==> config.mk <==
export PLATFORM = sky130hd
export DESIGN_NAME = systolic_input_loader
export DESIGN_NICKNAME = d
export VERILOG_FILES = /design/src/rtl/systolic_input_loader.sv
export SDC_FILE = /design/constraint.sdc
export NUM_CORES = 1
export LEC_CHECK = 0
export CORE_ASPECT_RATIO = 1.5
export CORE_MARGIN = 1.5
export CORE_UTILIZATION = 40
export DETAILED_ROUTE_END_ITERATION = 8
export PLACE_DENSITY = 0.69
export SYNTH_ARGS = -nofsm -noshare
export SYNTH_HDL_FRONTEND = slang
export SYNTH_SLANG_ARGS = --single-unit
==> constraint.sdc <==
create_clock -name clk -period 11.65 [get_ports clk]
set_input_delay 1.165 -clock clk [delete_from_list [all_inputs] [get_ports clk]]
set_output_delay 1.165 -clock clk [all_outputs]
set_load 0.05 [all_outputs]
==> src/rtl/systolic_input_loader.sv <==
// systolic_input_loader: buffers one A/B operand pair row-by-row,
// then streams A columns and B rows into a systolic_array.
module systolic_input_loader #(
  parameter int DATAWIDTH    = 16,
  parameter int N_SIZE       = 3,
  parameter int DRAIN_CYCLES = 3 * N_SIZE
) (
  input  logic                          clk,
  input  logic                          rst_n,
  input  logic                          in_valid,
  output logic                          in_ready,
  input  logic [N_SIZE*DATAWIDTH-1:0]   in_a_row,
  input  logic [N_SIZE*DATAWIDTH-1:0]   in_b_row,
  output logic                          valid_out,
  output logic [N_SIZE*DATAWIDTH-1:0]   matrix_a_out,
  output logic [N_SIZE*DATAWIDTH-1:0]   matrix_b_out,
  output logic [15:0]                   matrix_count
);

  localparam int IW  = $clog2(N_SIZE);
  localparam int DCW = (DRAIN_CYCLES > 1) ? $clog2(DRAIN_CYCLES) : 1;
  localparam int RW  = N_SIZE * DATAWIDTH;

  typedef enum logic [1:0] {
    IDLE,
    LOAD,
    STREAM,
    DRAIN
  } state_t;

  state_t state;
  state_t state_nxt;

  logic [IW-1:0]  r;
  logic [IW-1:0]  k;
  logic [DCW-1:0] d;

  logic [RW-1:0] a_buf [N_SIZE];
  logic [RW-1:0] b_buf [N_SIZE];
  logic [RW-1:0] a_col;

  logic accept;
  logic last_beat;
  logic last_col;
  logic last_drain;

  assign in_ready   = (state == LOAD);
  assign accept     = in_ready && in_valid;
  assign last_beat  = accept && (r == IW'(N_SIZE - 1));
  assign last_col   = (state == STREAM) && (k == IW'(N_SIZE - 1));
  assign last_drain = (state == DRAIN) && (d == DCW'(DRAIN_CYCLES - 1));

  // State register
  always_ff @(posedge clk or negedge rst_n) begin
    if (!rst_n) state <= IDLE;
    else        state <= state_nxt;
  end

  // Next-state decode
  always_comb begin
    state_nxt = state;
    unique case (state)
      IDLE:   state_nxt = LOAD;
      LOAD:   if (last_beat)  state_nxt = STREAM;
      STREAM: if (last_col)   state_nxt = DRAIN;
      DRAIN:  if (last_drain) state_nxt = LOAD;
      default: state_nxt = IDLE;
    endcase
  end

  // Operand buffers; contents are don't-care until a full load lands
  always_ff @(posedge clk) begin
    if (accept) begin
      a_buf[r] <= in_a_row;
      b_buf[r] <= in_b_row;
    end
  end

  // Gather column k of A: element i comes from row i
  always_comb begin
    a_col = '0;
    for (int i = 0; i < N_SIZE; i++) begin
      a_col[i*DATAWIDTH +: DATAWIDTH] =
        a_buf[i][int'(k)*DATAWIDTH +: DATAWIDTH];
    end
  end

  // Row, column and drain counters
  always_ff @(posedge clk or negedge rst_n) begin
    if (!rst_n) begin
      r <= '0;
      k <= '0;
      d <= '0;
    end else begin
      if (accept) r <= last_beat ? '0 : r + 1'b1;
      if (state == STREAM) k <= last_col ? '0 : k + 1'b1;
      else                 k <= '0;
      if (state == DRAIN) d <= d + 1'b1;
      else                d <= '0;
    end
  end

  // Registered burst outputs and completed-burst counter
  always_ff @(posedge clk or negedge rst_n) begin
    if (!rst_n) begin
      valid_out    <= 1'b0;
      matrix_a_out <= '0;
      matrix_b_out <= '0;
      matrix_count <= '0;
    end else begin
      if (state == STREAM) begin
        valid_out    <= 1'b1;
        matrix_a_out <= a_col;
        matrix_b_out <= b_buf[k];
      end else if (state == DRAIN) begin
        valid_out    <= 1'b0;
        matrix_a_out <= '0;
        matrix_b_out <= '0;
      end
      if (last_col) matrix_count <= matrix_count + 16'd1;
    end
  end

endmodule

==> impl_results.md <==
* Mean Syn Cell Area at 17.2 sq um
* Clock transition at path regs at 0.06 ns
* Initial DRT Pass Iterations at 5
* Leakage power at 6.72 nW
* EDFF count, synth at 288
* Die area at 38800 sq um
* FILL cells at 3010
* CTS tree: yes
* Slowest stage delay, CP at 0.89 ns
* Antenna violations before repair at 1
* Vias in the first global route at 8777
* Die X at 161 um
* Post-synth top area cell: edfxtp_1
* Share of cells above drive strength 1 at 8.03%
* Post-synth top flop: edfxtp_1
* Post-Syn Instances at 876
* Worst Hold Path Cells at 1
* Wire per inst at 19.9 um
* Antenna viol nets, final at 0
* #FFs+latches synth at 411
* Post-route minimum period at 3.36 ns
* Async set or reset register ratio after synthesis at 29.9%
* Final Hold Vio Count at 0
* Final period util at 28.8%
* CP endpoint kind: primary output
* Setup slack, reg-to-reg at 8.85 ns
* Post-Syn Nets at 983
* Peak supply drop at 0.158 mV
* Residual DRC at 0
* Hold Path End: matrix_count[15]$_DFFE_PN0P_
* RSZ-0062 raised after global routing: no
* Setup TNS Final at 0 ns
* Initial drt markers at 495
* MaxCap Viol Count at 0
* CTS Sinks at 411
* Worst slew margin at 25.1%
* Max Transition Viols Final at 0
* Critical path's top delay family: buffers and inverters
* Core ar. at 36900 sq um
* Crit Path Category: reg -> out
* Synth top cells by count: 288 x edfxtp_1, 123 x dfrtp_1, 97 x mux2i_1
* CTS resizes at 0
* H-tree levels at 2
* Critical path depth at 3
* Dpl hpwl at 18800 um
* CP required at 10.49 ns
* Num rows at 86
* Startpoint types: flip-flop
* Worst slew pin tran at 1.12 ns
* Routed vias/inst at 5.17
* GPL Wtd Cong at 0.746
* Clock root cell: clkbuf_16
* Hold Path Class: reg -> reg
* Clk_lat worst skew at 0.53 ns
* Starting density of the core at 40.7%
* Max Clk Rate at 298 MHz
* Vias at 8300
* Final net count at 1198
* Buffers on Ports at 212
* Clock skew at 0.0153 ns
* CTS hold repair buffers at 0
* R2R depth at 5
* Worst-path cell chain: inv_1 -> ha_1 -> clkdlybuf4s50_1
* Sequential cell area fraction in the yosys report at 78.0%
* Largest net degree at the start of global routing at 103
* Post-CTS setup buffers at 0
* Top-count cell post-synth: edfxtp_1
* P per Cell Area at 262 nW/um^2
* Die height at 240 um
* Total Routed Length at 31900 um
* Yosys warnings at 0
* Synthesized area at 15000 sq um
* Ranking of synthesized cells by area: edfxtp_1 58%, dfrtp_1 20%, mux2i_1 6.5%, o21ai_0 2.9%, a22o_1 2.8%
* Worst r2r dst: matrix_a_out[2]$_DFFE_PN0P_
* Post-synth top area share at 57.6%
* Library cells used by synthesis at 37
* RR Startpoint: state[0]$_DFFE_PN0P_
* Hold Worst Slack at 0.483 ns
* CP max FO at 4
* Number of placed I/O pins at 213
* First-pass GRT wire length at 49600 um
* Synth-to-layout area growth at 26.0%
* Clock buffer depth at 3
* Worst-path cell with the longest stage delay: clkdlybuf4s50_1
* Setup violators final at 0
* Grt total ovfl at 0
* Startpoint of the lowest-slack hold path: matrix_count[15]$_DFFE_PN0P_
* Status: completed
* CP bufs+invs at 2
* CTS Buf Count at 39
* Core Util, Final at 51.3%
* Arrival @ worst endpoint at 2.19 ns
* Overall Global Routing Usage at 16.8%
routing by layer:
layer  routed length [um]  track usage (%)
met5                    0                0
met4                  898             6.43
met3                 1720             3.66
met2                16300             29.1
met1                13000             20.3
cell type report:
type	count	area [sq um]	share of cell area, %
flip-flops and latches	411	11700	62.0
multi-input cells	410	3060	16.2
repair buffers	223	2210	11.7
clock buffers	53	1100	5.82
well taps	484	606	3.20
clock inverters	18	195	1.03
inverters	6	22.5	0.119
diodes	1	2.50	0.0132
where the power goes:
part / switching (mW) / leakage [nW] / internal (mW) / total, mW
sequential: 0.198 / 4.25 / 1.89 / 2.09
clock: 0.522 / 0.633 / 0.754 / 1.28
combinational: 1.06 / 1.83 / 0.545 / 1.61
total: 1.78 / 6.72 / 3.19 / 4.97
cells in the final DEF (no fill, tap or decap), drive strengths merged, types with 4 or more instances in the layout:
master | Yosys | routed
a22o | 48 | 48
a22oi | 48 | 48
buf | 30 | 12
bufinv | 0 | 4
clkbuf | 19 | 53
clkdlybuf4s50 | 0 | 211
clkinv | 0 | 11
dfrtp | 123 | 123
edfxtp | 288 | 288
ha | 8 | 8
inv | 6 | 6
mux2i | 97 | 97
nand2 | 53 | 53
nand3 | 6 | 6
nand4 | 5 | 5
nor3 | 5 | 5
o21ai | 96 | 96
xnor2 | 12 | 12
xor2 | 5 | 5
how the worst max path moves through the flow:
| stage | startpoint | end | slack, ns |
|---|---|---|---|
| finish | state[1]$_DFFE_PN0P_ | in_ready | 8.29 |
| global route | state[1]$_DFFE_PN0P_ | in_ready | 8.20 |
| CTS | state[1]$_DFFE_PN0P_ | in_ready | 8.26 |
| detailed placement | in_valid | a_buf[1][13]$_DFFE_PP_ | 8.35 |
| global placement | in_valid | a_buf[1][15]$_DFFE_PP_ | 8.41 |
| floorplan | in_valid | a_buf[1][0]$_DFFE_PP_ | 2.59 |
state kept, by name, indices dropped and copies added, names as in the netlist:
| signal | count |
|---|---|
| d | 4 |
| k | 2 |
| matrix_a_out | 48 |
| valid_out | 1 |
| state | 2 |
| r | 2 |
| matrix_b_out | 48 |
| b_buf | 144 |
| matrix_count | 16 |
| a_buf | 144 |
per-stage QoR:
| stage | cells | total power [mW] | area, sq um | setup slack, ns |
|---|---|---|---|---|
| final | 1606 | 4.97 | 18900 | 8.29 |
| after global routing | 1605 | 5.19 | 18900 | 8.20 |
| after CTS | 1605 | 5.03 | 18900 | 8.26 |
| after detailed placement | 1534 | 3.74 | 17600 | 8.35 |
| after global placement | 1534 | 3.71 | 17600 | 8.41 |
| after floorplan | 876 | 3.17 | 15000 | 2.59 |
logic make-up after synthesis:
family                   after synthesis  share of synthesized area (%)
AND/OR/NAND/NOR                       90                           3.31
buffers and inverters                 55                           1.77
adder cells (fa/ha/maj)                8                          0.666
AO/OA/AOI/OAI                        196                           8.59
multiplexers                          99                           6.61
XOR/XNOR                              17                          0.991
flip-flops                           411                           78.0
Power figures use the tool's default switching activity.
